===== src/rtl/eth_phy_link_pkg.sv =====
// Shared definitions for the 10G PHY receive link bring-up sequencer.
package eth_phy_link_pkg;

    localparam int unsigned STATE_W = 3;

    typedef enum logic [STATE_W-1:0] {
        IDLE       = 3'd0,
        SERDES_RST = 3'd1,
        WAIT_LOCK  = 3'd2,
        STABILIZE  = 3'd3,
        LINK_UP    = 3'd4,
        FAULT      = 3'd5
    } link_state_e;

endpackage


===== src/rtl/eth_phy_sat_counter.sv =====
// Saturating up-counter with synchronous clear; clear beats increment.
module eth_phy_sat_counter #(
    parameter int unsigned WIDTH = 8
) (
    input  logic             clk_i,
    input  logic             rst_i,
    input  logic             clr_i,
    input  logic             inc_i,
    output logic [WIDTH-1:0] count_o
);

    logic [WIDTH-1:0] count_q;
    logic [WIDTH-1:0] count_d;

    // Next count: clear first, otherwise increment unless already saturated.
    always_comb begin
        count_d = count_q;
        if (clr_i) begin
            count_d = '0;
        end else if (inc_i && (count_q != '1)) begin
            count_d = count_q + WIDTH'(1);
        end
    end

    // Count register.
    always_ff @(posedge clk_i or posedge rst_i) begin
        if (rst_i) begin
            count_q <= '0;
        end else begin
            count_q <= count_d;
        end
    end

    assign count_o = count_q;

endmodule


===== src/rtl/eth_phy_link_ctrl.sv =====
// Receive-side link bring-up sequencer: SerDes reset, lock wait with
// timeout and bounded retries, lock/BER debounce, link up, sticky fault.
module eth_phy_link_ctrl
    import eth_phy_link_pkg::*;
#(
    parameter int unsigned LOCK_TIMEOUT  = 1000,
    parameter int unsigned RESET_CYCLES  = 16,
    parameter int unsigned STABLE_CYCLES = 125,
    parameter int unsigned MAX_RETRIES   = 3,
    parameter int unsigned CNT_WIDTH     = 16
) (
    input  logic                 rx_clk,
    input  logic                 rx_rst,
    input  logic                 cfg_enable,
    input  logic                 cfg_restart,
    input  logic                 cfg_clear_counters,
    input  logic                 rx_block_lock,
    input  logic                 rx_high_ber,
    input  logic                 rx_bad_block,
    output logic                 serdes_rx_reset_req,
    output logic                 link_up,
    output logic                 link_fault,
    output logic [STATE_W-1:0]   state,
    output logic [3:0]           retry_count,
    output logic [7:0]           flap_count,
    output logic [CNT_WIDTH-1:0] bad_block_count
);

    // One shared timer serves every timed state, so size it for the longest.
    localparam int unsigned TMR_MAX_A = (LOCK_TIMEOUT > RESET_CYCLES) ? LOCK_TIMEOUT : RESET_CYCLES;
    localparam int unsigned TMR_MAX   = (TMR_MAX_A > STABLE_CYCLES) ? TMR_MAX_A : STABLE_CYCLES;
    localparam int unsigned TMR_W     = (TMR_MAX > 2) ? $clog2(TMR_MAX) : 1;

    link_state_e      state_q, state_d;
    logic [TMR_W-1:0] timer_q, timer_d;
    logic [3:0]       retry_q, retry_d;
    logic             req_q, link_up_q, fault_q;
    logic             good;
    logic             flap_inc;
    logic             bad_inc;

    assign good = rx_block_lock & ~rx_high_ber;

    // Next-state, timer and retry logic; enable and restart override the sequence.
    always_comb begin
        state_d  = state_q;
        timer_d  = '0;
        retry_d  = retry_q;
        flap_inc = 1'b0;
        if (!cfg_enable) begin
            state_d = IDLE;
            retry_d = '0;
        end else if (cfg_restart && (state_q != IDLE)) begin
            state_d = SERDES_RST;
            retry_d = '0;
        end else begin
            case (state_q)
                IDLE: begin
                    state_d = SERDES_RST;
                end
                SERDES_RST: begin
                    if (timer_q == TMR_W'(RESET_CYCLES - 1)) begin
                        state_d = WAIT_LOCK;
                    end else begin
                        timer_d = timer_q + TMR_W'(1);
                    end
                end
                WAIT_LOCK: begin
                    if (good) begin
                        state_d = STABILIZE;
                    end else if (timer_q == TMR_W'(LOCK_TIMEOUT - 1)) begin
                        if (retry_q == 4'(MAX_RETRIES)) begin
                            state_d = FAULT;
                        end else begin
                            state_d = SERDES_RST;
                            retry_d = retry_q + 4'd1;
                        end
                    end else begin
                        timer_d = timer_q + TMR_W'(1);
                    end
                end
                STABILIZE: begin
                    if (!good) begin
                        state_d = WAIT_LOCK;
                    end else if (timer_q == TMR_W'(STABLE_CYCLES - 1)) begin
                        state_d = LINK_UP;
                        retry_d = '0;
                    end else begin
                        timer_d = timer_q + TMR_W'(1);
                    end
                end
                LINK_UP: begin
                    if (!good) begin
                        state_d  = WAIT_LOCK;
                        flap_inc = 1'b1;
                    end
                end
                FAULT: begin
                    state_d = FAULT;
                end
                default: begin
                    state_d = IDLE;
                end
            endcase
        end
    end

    assign bad_inc = (state_q == LINK_UP) & rx_bad_block;

    // State, timer and registered status outputs derived from the next state.
    always_ff @(posedge rx_clk or posedge rx_rst) begin
        if (rx_rst) begin
            state_q   <= IDLE;
            timer_q   <= '0;
            retry_q   <= '0;
            req_q     <= 1'b0;
            link_up_q <= 1'b0;
            fault_q   <= 1'b0;
        end else begin
            state_q   <= state_d;
            timer_q   <= timer_d;
            retry_q   <= retry_d;
            req_q     <= (state_d == SERDES_RST);
            link_up_q <= (state_d == LINK_UP);
            fault_q   <= (state_d == FAULT);
        end
    end

    eth_phy_sat_counter #(
        .WIDTH (8)
    ) u_flap_cnt (
        .clk_i   (rx_clk),
        .rst_i   (rx_rst),
        .clr_i   (cfg_clear_counters),
        .inc_i   (flap_inc),
        .count_o (flap_count)
    );

    eth_phy_sat_counter #(
        .WIDTH (CNT_WIDTH)
    ) u_bad_cnt (
        .clk_i   (rx_clk),
        .rst_i   (rx_rst),
        .clr_i   (cfg_clear_counters),
        .inc_i   (bad_inc),
        .count_o (bad_block_count)
    );

    assign serdes_rx_reset_req = req_q;
    assign link_up             = link_up_q;
    assign link_fault          = fault_q;
    assign state               = state_q;
    assign retry_count         = retry_q;

endmodule


===== config.mk =====
export PLATFORM = sky130hd
export DESIGN_NAME = eth_phy_link_ctrl
export DESIGN_NICKNAME = d
export VERILOG_FILES = /design/src/rtl/eth_phy_link_pkg.sv /design/src/rtl/eth_phy_sat_counter.sv /design/src/rtl/eth_phy_link_ctrl.sv
export SDC_FILE = /design/constraint.sdc
export NUM_CORES = 1
export LEC_CHECK = 0
export CORE_ASPECT_RATIO = 0.9
export CORE_MARGIN = 5
export CORE_UTILIZATION = 50
export DETAILED_ROUTE_END_ITERATION = 6
export PLACE_DENSITY_LB_ADDON = 0.12
export SLEW_MARGIN = 15
export SYNTH_ARGS = -nofsm -noshare
export SYNTH_HDL_FRONTEND = slang
export SYNTH_SLANG_ARGS = --single-unit

===== constraint.sdc =====
create_clock -name rx_clk -period 4.15 [get_ports rx_clk]
set_input_delay 0.83 -clock rx_clk [delete_from_list [all_inputs] [get_ports rx_clk]]
set_output_delay 0.83 -clock rx_clk [all_outputs]
set_load 0.02 [all_outputs]

==> results.sh, run 1 <==
export IMPL_slew_headroom_pct=43.89
export IMPL_leakagePower_nw=1.167
export IMPL_worstPathRequired_ns=4.30
export IMPL_vias_per_cell=5.642
export IMPL_yosysMostFrequentCell="dfrtp_1"
export IMPL_synth_seq_area_share_pct=43.59
export IMPL_initial_utilization_pct=51.93
export IMPL_cts_made_buffers=5
export IMPL_yosysTopAreaCell="dfrtp_1"
export IMPL_clk_latency_ns=0.30
export IMPL_overflow=0
export IMPL_finalCritPeriodShare_pct=60.20
export IMPL_reg2reg_depth=6
export IMPL_crit_chain="clkdlybuf4s50_1 -> nor2b_1 -> nand4_2 -> nor4b_1 -> xnor2_1 -> nor2_1"
export IMPL_grt_pass1_wl_mm=9.259
export IMPL_seqPwrFrac_pct=52.1
export IMPL_finalClockSkew_ns=0.01142
export IMPL_fmax_ghz=0.4003
export IMPL_htreeDepth=2
export IMPL_fin_nets=321
export IMPL_synth_commonest_cells="dfrtp_1 (44), nor2_1 (42), xnor2_1 (23), nand2_1 (18), nand3_1 (13)"
export IMPL_hold_violations=0
export IMPL_postCtsSetupBuffers=0
export IMPL_cap_violations=0
export IMPL_p_int_mw=0.6517
export IMPL_place_ws_ns=1.374
export IMPL_path_buf_inv=1
export IMPL_synthCells=266
export IMPL_synth_distinct_cells=52
export IMPL_clk_path_buf_depth=2
export IMPL_reg2reg_slack_ns=1.96
export IMPL_vias=2110
export IMPL_area_delta_synth_final_pct=22.93
export IMPL_cts_resized=0
export IMPL_synthTopCellsByArea="dfrtp_1 (44%), xnor2_1 (8.0%), nor2_1 (6.2%)"
export IMPL_critPathMaxFanout=8
export IMPL_fp_dieW_um=84.93
export IMPL_ir_drop_mv=0.1956
export IMPL_cts_sinks=44
export IMPL_clkPwrFrac_pct=37.7
export IMPL_cp_arrival_ns=2.64
export IMPL_finalSetupViolations=0
export IMPL_drt_wl_total_mm=5.299
export IMPL_synth_main_ff_cell="dfrtp_1"
export IMPL_yosys_warnings=0
export IMPL_synth_edff_count=0
export IMPL_syn_area_um2=2526
export IMPL_p_comb_share_pct=10.2
export IMPL_grt_antenna_before_repair=0
export IMPL_pin_count=42
export IMPL_postSynthAreaPerCell_um2=9.497
export IMPL_power_switching_mw=0.2103
export IMPL_yosys_register_bits=44
export IMPL_drc=0
export IMPL_rsz0062_at_grt="no"
export IMPL_path_clk_slew_ns=0.08
export IMPL_fp_dieH_um=77.43
export IMPL_drtIter0Drc=151
export IMPL_io_buffers=41
export IMPL_worstMarginPinSlew_ns=0.8391
export IMPL_cp_top_family="simple AND/OR/NAND/NOR gates"
export IMPL_layout_drive_gt1_share_pct=6.149
export IMPL_die_area_um2=6576
export IMPL_worst_slack_ns=1.652
export IMPL_grt_start_max_net_pins=45
export IMPL_endpoint_kind="flip-flop"
export IMPL_synth_top_area_share_pct=43.59
export IMPL_gr_usage_all_layers_pct=17.04
export IMPL_cts_tree="built"
export IMPL_wl_per_cell_um=14.17
export IMPL_fin_tns_setup_ns=0
export IMPL_grt_pass1_vias=1915
export IMPL_gp_congestion=0.8545
export IMPL_critPathLaunch="cfg_enable"
export IMPL_hpwl_mm=3.821
export IMPL_finalCriticalPeriod_ns=2.498
export IMPL_endpoint="u_flap_cnt.count_o[7]"
export IMPL_reg2reg_to="timer_q[7]"
export IMPL_ys_async_sr_fraction_pct=100.0
export IMPL_core_area_um2=4865
export IMPL_synth_nets=279
export IMPL_cts_hold_fix_buffers=0
export IMPL_whs_ns=0.5203
export IMPL_outcome="finished clean"
export IMPL_drtPass1Iterations=4
export IMPL_postRouteAntennaNets=0
export IMPL_n_antenna_cell=0
export IMPL_timing_rr_start="timer_q[0]"
export IMPL_p_sw_share_pct=24.40
export IMPL_power_density_nw_per_um2=277.6
export IMPL_cpMaxStageDelayCell="clkdlybuf4s50_1"
export IMPL_crit_path_start_kind="primary input"
export IMPL_worst_path_stages=6
export IMPL_maxSlewViolCount=0
export IMPL_std_cell_rows=24
export IMPL_slowest_delay_ns=0.56
export IMPL_ctsRootBufferMaster="clkbuf_8"
export IMPL_path_class="primary input to flip-flop"
export IMPL_hold_class="flip-flop to flip-flop"
cells in the final DEF (no fill, tap or decap), types with 2 or more instances in the layout:
cell type | netlist | final
dfrtp_1 | 44 | 44
nor2_1 | 42 | 42
clkdlybuf4s50_1 | 0 | 41
xnor2_1 | 23 | 23
nand2_1 | 18 | 18
nand3_1 | 13 | 13
a21oi_1 | 10 | 10
inv_1 | 10 | 9
nand4_1 | 7 | 7
nor4_1 | 6 | 6
nor3_1 | 5 | 5
o31ai_1 | 5 | 5
nor3b_1 | 5 | 5
ha_1 | 5 | 5
clkbuf_8 | 0 | 5
xor2_1 | 4 | 4
or3_1 | 4 | 4
nand2b_1 | 4 | 4
a31oi_1 | 4 | 4
and2_1 | 3 | 3
nor2b_1 | 3 | 3
and4_1 | 2 | 2
mux2i_1 | 2 | 2
a211oi_1 | 2 | 2
a2111oi_2 | 2 | 2
o41ai_1 | 2 | 2
or4_1 | 2 | 2
nand3b_1 | 2 | 2
nand4b_1 | 2 | 2
o31ai_2 | 2 | 2
or2_1 | 2 | 2
o21ai_0 | 2 | 2
o21bai_1 | 2 | 2
o21ai_1 | 2 | 2
registers in the layout, indices dropped and copies added, names as in the netlist:
signal,flops
u_bad_cnt.count_o,16
timer_q,10
u_flap_cnt.count_o,8
retry_count,4
state,3
link_fault,1
link_up,1
serdes_rx_reset_req,1
worst register-to-register path: stages (launching register included):
cell	delay [ns]
dfrtp_1	0.41
ha_1	0.24
or4b_1	0.50
a32o_1	0.22
a21oi_1	0.20
a2111o_1	0.39
nor2_1	0.10
layout make-up:
type | instances | area (µm²)
multi-input combinational | 205 | 1356
inverter | 10 | 37.54
clock inverter | 3 | 42.54
sequential | 44 | 1101
fill | 431 | 1759
clock buffer | 5 | 68.82
timing repair buffer | 42 | 417.9
tap | 65 | 81.33
stage by stage:
stage	instance area [µm²]	instances	power, mW	utilization (%)
after detailed placement	2994	366	0.5462	61.55
final	3105	374	0.8619	63.84
after global routing	3105	374	0.9051	63.84
after global placement	2994	366	0.5454	61.55
after CTS	3105	374	0.8769	63.84
after floorplan	2526	266	0.5110	-
worst min-delay path by stage:
stage                 endpoint        from  slack (ns)  cells past startpoint
global placement    timer_q[0]  timer_q[0]        0.50                      1
detailed placement  timer_q[0]  timer_q[0]        0.51                      1
floorplan           timer_q[0]  timer_q[0]        0.47                      1
CTS                 timer_q[0]  timer_q[0]        0.52                      1
finish              timer_q[0]  timer_q[0]        0.52                      1
global route        timer_q[0]  timer_q[0]        0.55                      1
cell families after synthesis:
logic type	share of synthesized area (%)
AOI/OAI and AO/OA	12.53
and+or+nand+nor	28.53
buffers and inverters	2.724
xor gates and xnor gates	9.361
adders and majority gates	2.476
muxes	0.7925
DFF	43.59
power groups by stage:
stage / Combinational, mW / Sequential, mW / Clock, mW
after floorplan: 0.0496 / 0.461 / 0
after detailed placement: 0.0883 / 0.458 / 0
after global routing: 0.0971 / 0.452 / 0.356
after CTS: 0.0888 / 0.449 / 0.339
final: 0.0877 / 0.449 / 0.325
after global placement: 0.0876 / 0.458 / 0
routing by layer:
layer	track usage [%]	part of all wire, %	vias up	wire length, µm
li1	-	-	1043	-
met2	24.73	43	51	2261
met3	3.496	4.9	4	258
met4	5.222	0.72	0	38
met1	25.59	52	1012	2740
met5	0	0	-	0
Note: power is estimated with default switching activity, not from simulation.
==> run 2, diff against run 1 <==
Clock period 4.15 ns to 2.3 ns, I/O delays scaled along.
==> results.sh, run 2 (same netlist as run 1, synthesis figures left out) <==
export IMPL_cp_arrival_ns=1.66
export IMPL_ctsRootBufferMaster="clkbuf_8"
export IMPL_clk_latency_ns=0.30
export IMPL_maxSlewViolCount=0
export IMPL_fp_dieW_um=84.93
export IMPL_area_delta_synth_final_pct=23.48
export IMPL_clk_path_buf_depth=2
export IMPL_worstMarginPinSlew_ns=0.5046
export IMPL_design_area_um2=3119
export IMPL_slew_headroom_pct=66.36
export IMPL_fin_nets=324
export IMPL_layout_common_cells="dfrtp_1 (44), nor2_1 (42), clkdlybuf4s50_1 (41), xnor2_1 (23), nand2_1 (18)"
export IMPL_fmax_ghz=0.4714
export IMPL_cap_violations=0
export IMPL_finalSetupViolations=0
export IMPL_worst_path_stages=1
export IMPL_crit_chain="clkdlybuf4s50_1"
export IMPL_finalCriticalPeriod_ns=2.121
export IMPL_final_core_util_pct=64.12
export IMPL_cts_resized=0
export IMPL_stdcell_count=377
export IMPL_hpwl_mm=4.064
export IMPL_finalCritPeriodShare_pct=92.23
export IMPL_grt_pass1_wl_mm=9.556
export IMPL_grt_pass1_vias=1977
export IMPL_drtIter0Drc=121
export IMPL_die_area_um2=6576
export IMPL_wl_per_cell_um=14.59
export IMPL_initial_utilization_pct=51.93
export IMPL_crit_path_start_kind="flip-flop"
export IMPL_cpMaxStageDelayCell="clkdlybuf4s50_1"
export IMPL_outcome="finished clean"
export IMPL_critPathMaxFanout=17
export IMPL_path_clk_slew_ns=0.08
export IMPL_cts_made_buffers=5
export IMPL_drc=0
export IMPL_std_cell_rows=24
export IMPL_largest_reg_flops=16
export IMPL_worstPathRequired_ns=1.84
export IMPL_dpl_cell_area_um2=3029
export IMPL_reg2reg_depth=6
export IMPL_fin_tns_setup_ns=0
export IMPL_slowest_delay_ns=0.70
export IMPL_ir_drop_mv=0.3138
export IMPL_n_antenna_cell=0
export IMPL_nFillCells=441
export IMPL_hold_violations=0
export IMPL_path_buf_inv=1
export IMPL_final_common_cell="dfrtp_1"
export IMPL_pin_count=42
export IMPL_cts_hold_fix_buffers=0
export IMPL_cp_top_family="buffers and inverters"
export IMPL_drtPass1Iterations=4
export IMPL_cts_sinks=44
export IMPL_htreeDepth=2
export IMPL_rsz0062_at_grt="no"
export IMPL_fp_dieH_um=77.43
export IMPL_postCtsSetupBuffers=0
export IMPL_overflow=0
export IMPL_cts_tree="built"
export IMPL_endpoint_kind="primary output"
export IMPL_hold_class="primary input to asynchronous set/reset pin"
export IMPL_place_inst=369
export IMPL_layout_drive_gt1_share_pct=6.410
export IMPL_gp_congestion=0.9156
export IMPL_core_area_um2=4865
export IMPL_grt_antenna_before_repair=0
export IMPL_power_density_nw_per_um2=473.3
export IMPL_io_buffers=41
export IMPL_drt_wl_total_mm=5.501
export IMPL_leakagePower_nw=1.178
export IMPL_postRouteAntennaNets=0
export IMPL_grt_start_max_net_pins=45
export IMPL_vias_per_cell=5.565
export IMPL_finalClockSkew_ns=0.01005
export IMPL_vias=2098
export IMPL_path_class="flip-flop to primary output"
export IMPL_gr_usage_all_layers_pct=17.62
==> run 2: changes by cell type in the layout (fill, tap and decap cells not counted) <==
cell        previous run  this run
clkbuf_1               0         2
buf_12                 0         1
clkinv_2               1         0
clkbuf_8               5         6
buf_4                  1         3
bufinv_16              1         0
clkinvlp_4             1         0
==> run 2: final cells by class <==
class                   instances  area, µm²  area share [%]
repair buffers                 45      452.9           14.52
inverters                      10      37.54           1.203
multi-input cells             205       1356           43.48
flip-flops and latches         44       1101           35.30
clock buffers                   8      90.09           2.888
well taps                      65      81.33           2.607
==> run 2: power by group <==
part / internal (mW) / leakage, nW / switching [mW] / total (mW)
Clock: 0.245 / 0.0455 / 0.256 / 0.501
Sequential: 0.787 / 0.608 / 0.0245 / 0.811
Combinational: 0.0724 / 0.525 / 0.0915 / 0.164
Total: 1.10 / 1.18 / 0.372 / 1.48
==> run 2: final timing paths <==
| check | startpoint | endpoint | slack [ns] |
|---|---|---|---|
| setup / recovery | state[2] | state[2] | 0.18 |
| hold / removal | rx_rst | timer_q[5] | 0.49 |
| setup reg to reg | timer_q[0] | timer_q[8] | 0.18 |
| hold reg to reg | timer_q[0] | timer_q[0] | 0.53 |
| max in group asynchronous | rx_rst | u_bad_cnt.count_o[11] | 1.59 |
| min in group rx_clk | timer_q[0] | timer_q[0] | 0.53 |
==> run 2: through the flow <==
step	setup WS [ns]	hold slack (ns)	power, mW
floorplan	0.3981	0.4743	0.9220
global placement	-0.03331	0.5016	0.9910
detailed placement	-0.06661	0.5189	0.9924
CTS	0.1727	0.5078	1.493
global route	0.02974	0.5183	1.550
finish	0.1788	0.4888	1.476
==> run 2: per-layer routing <==
metal	vias up	track usage, %	wire, µm
li1	1042	-	-
met2	41	25.82	2389
met5	-	0	0
met4	0	4.905	62
met3	8	4.025	217
met1	1007	26.14	2831
==> run 3, diff against run 2 <==
Settings changed: HOLD_SLACK_MARGIN from default to 0.05, SLEW_MARGIN 15 to 20.
==> results of run 3 <==
Same layout as run 2: the final DEF is identical, and so are final timing and power.
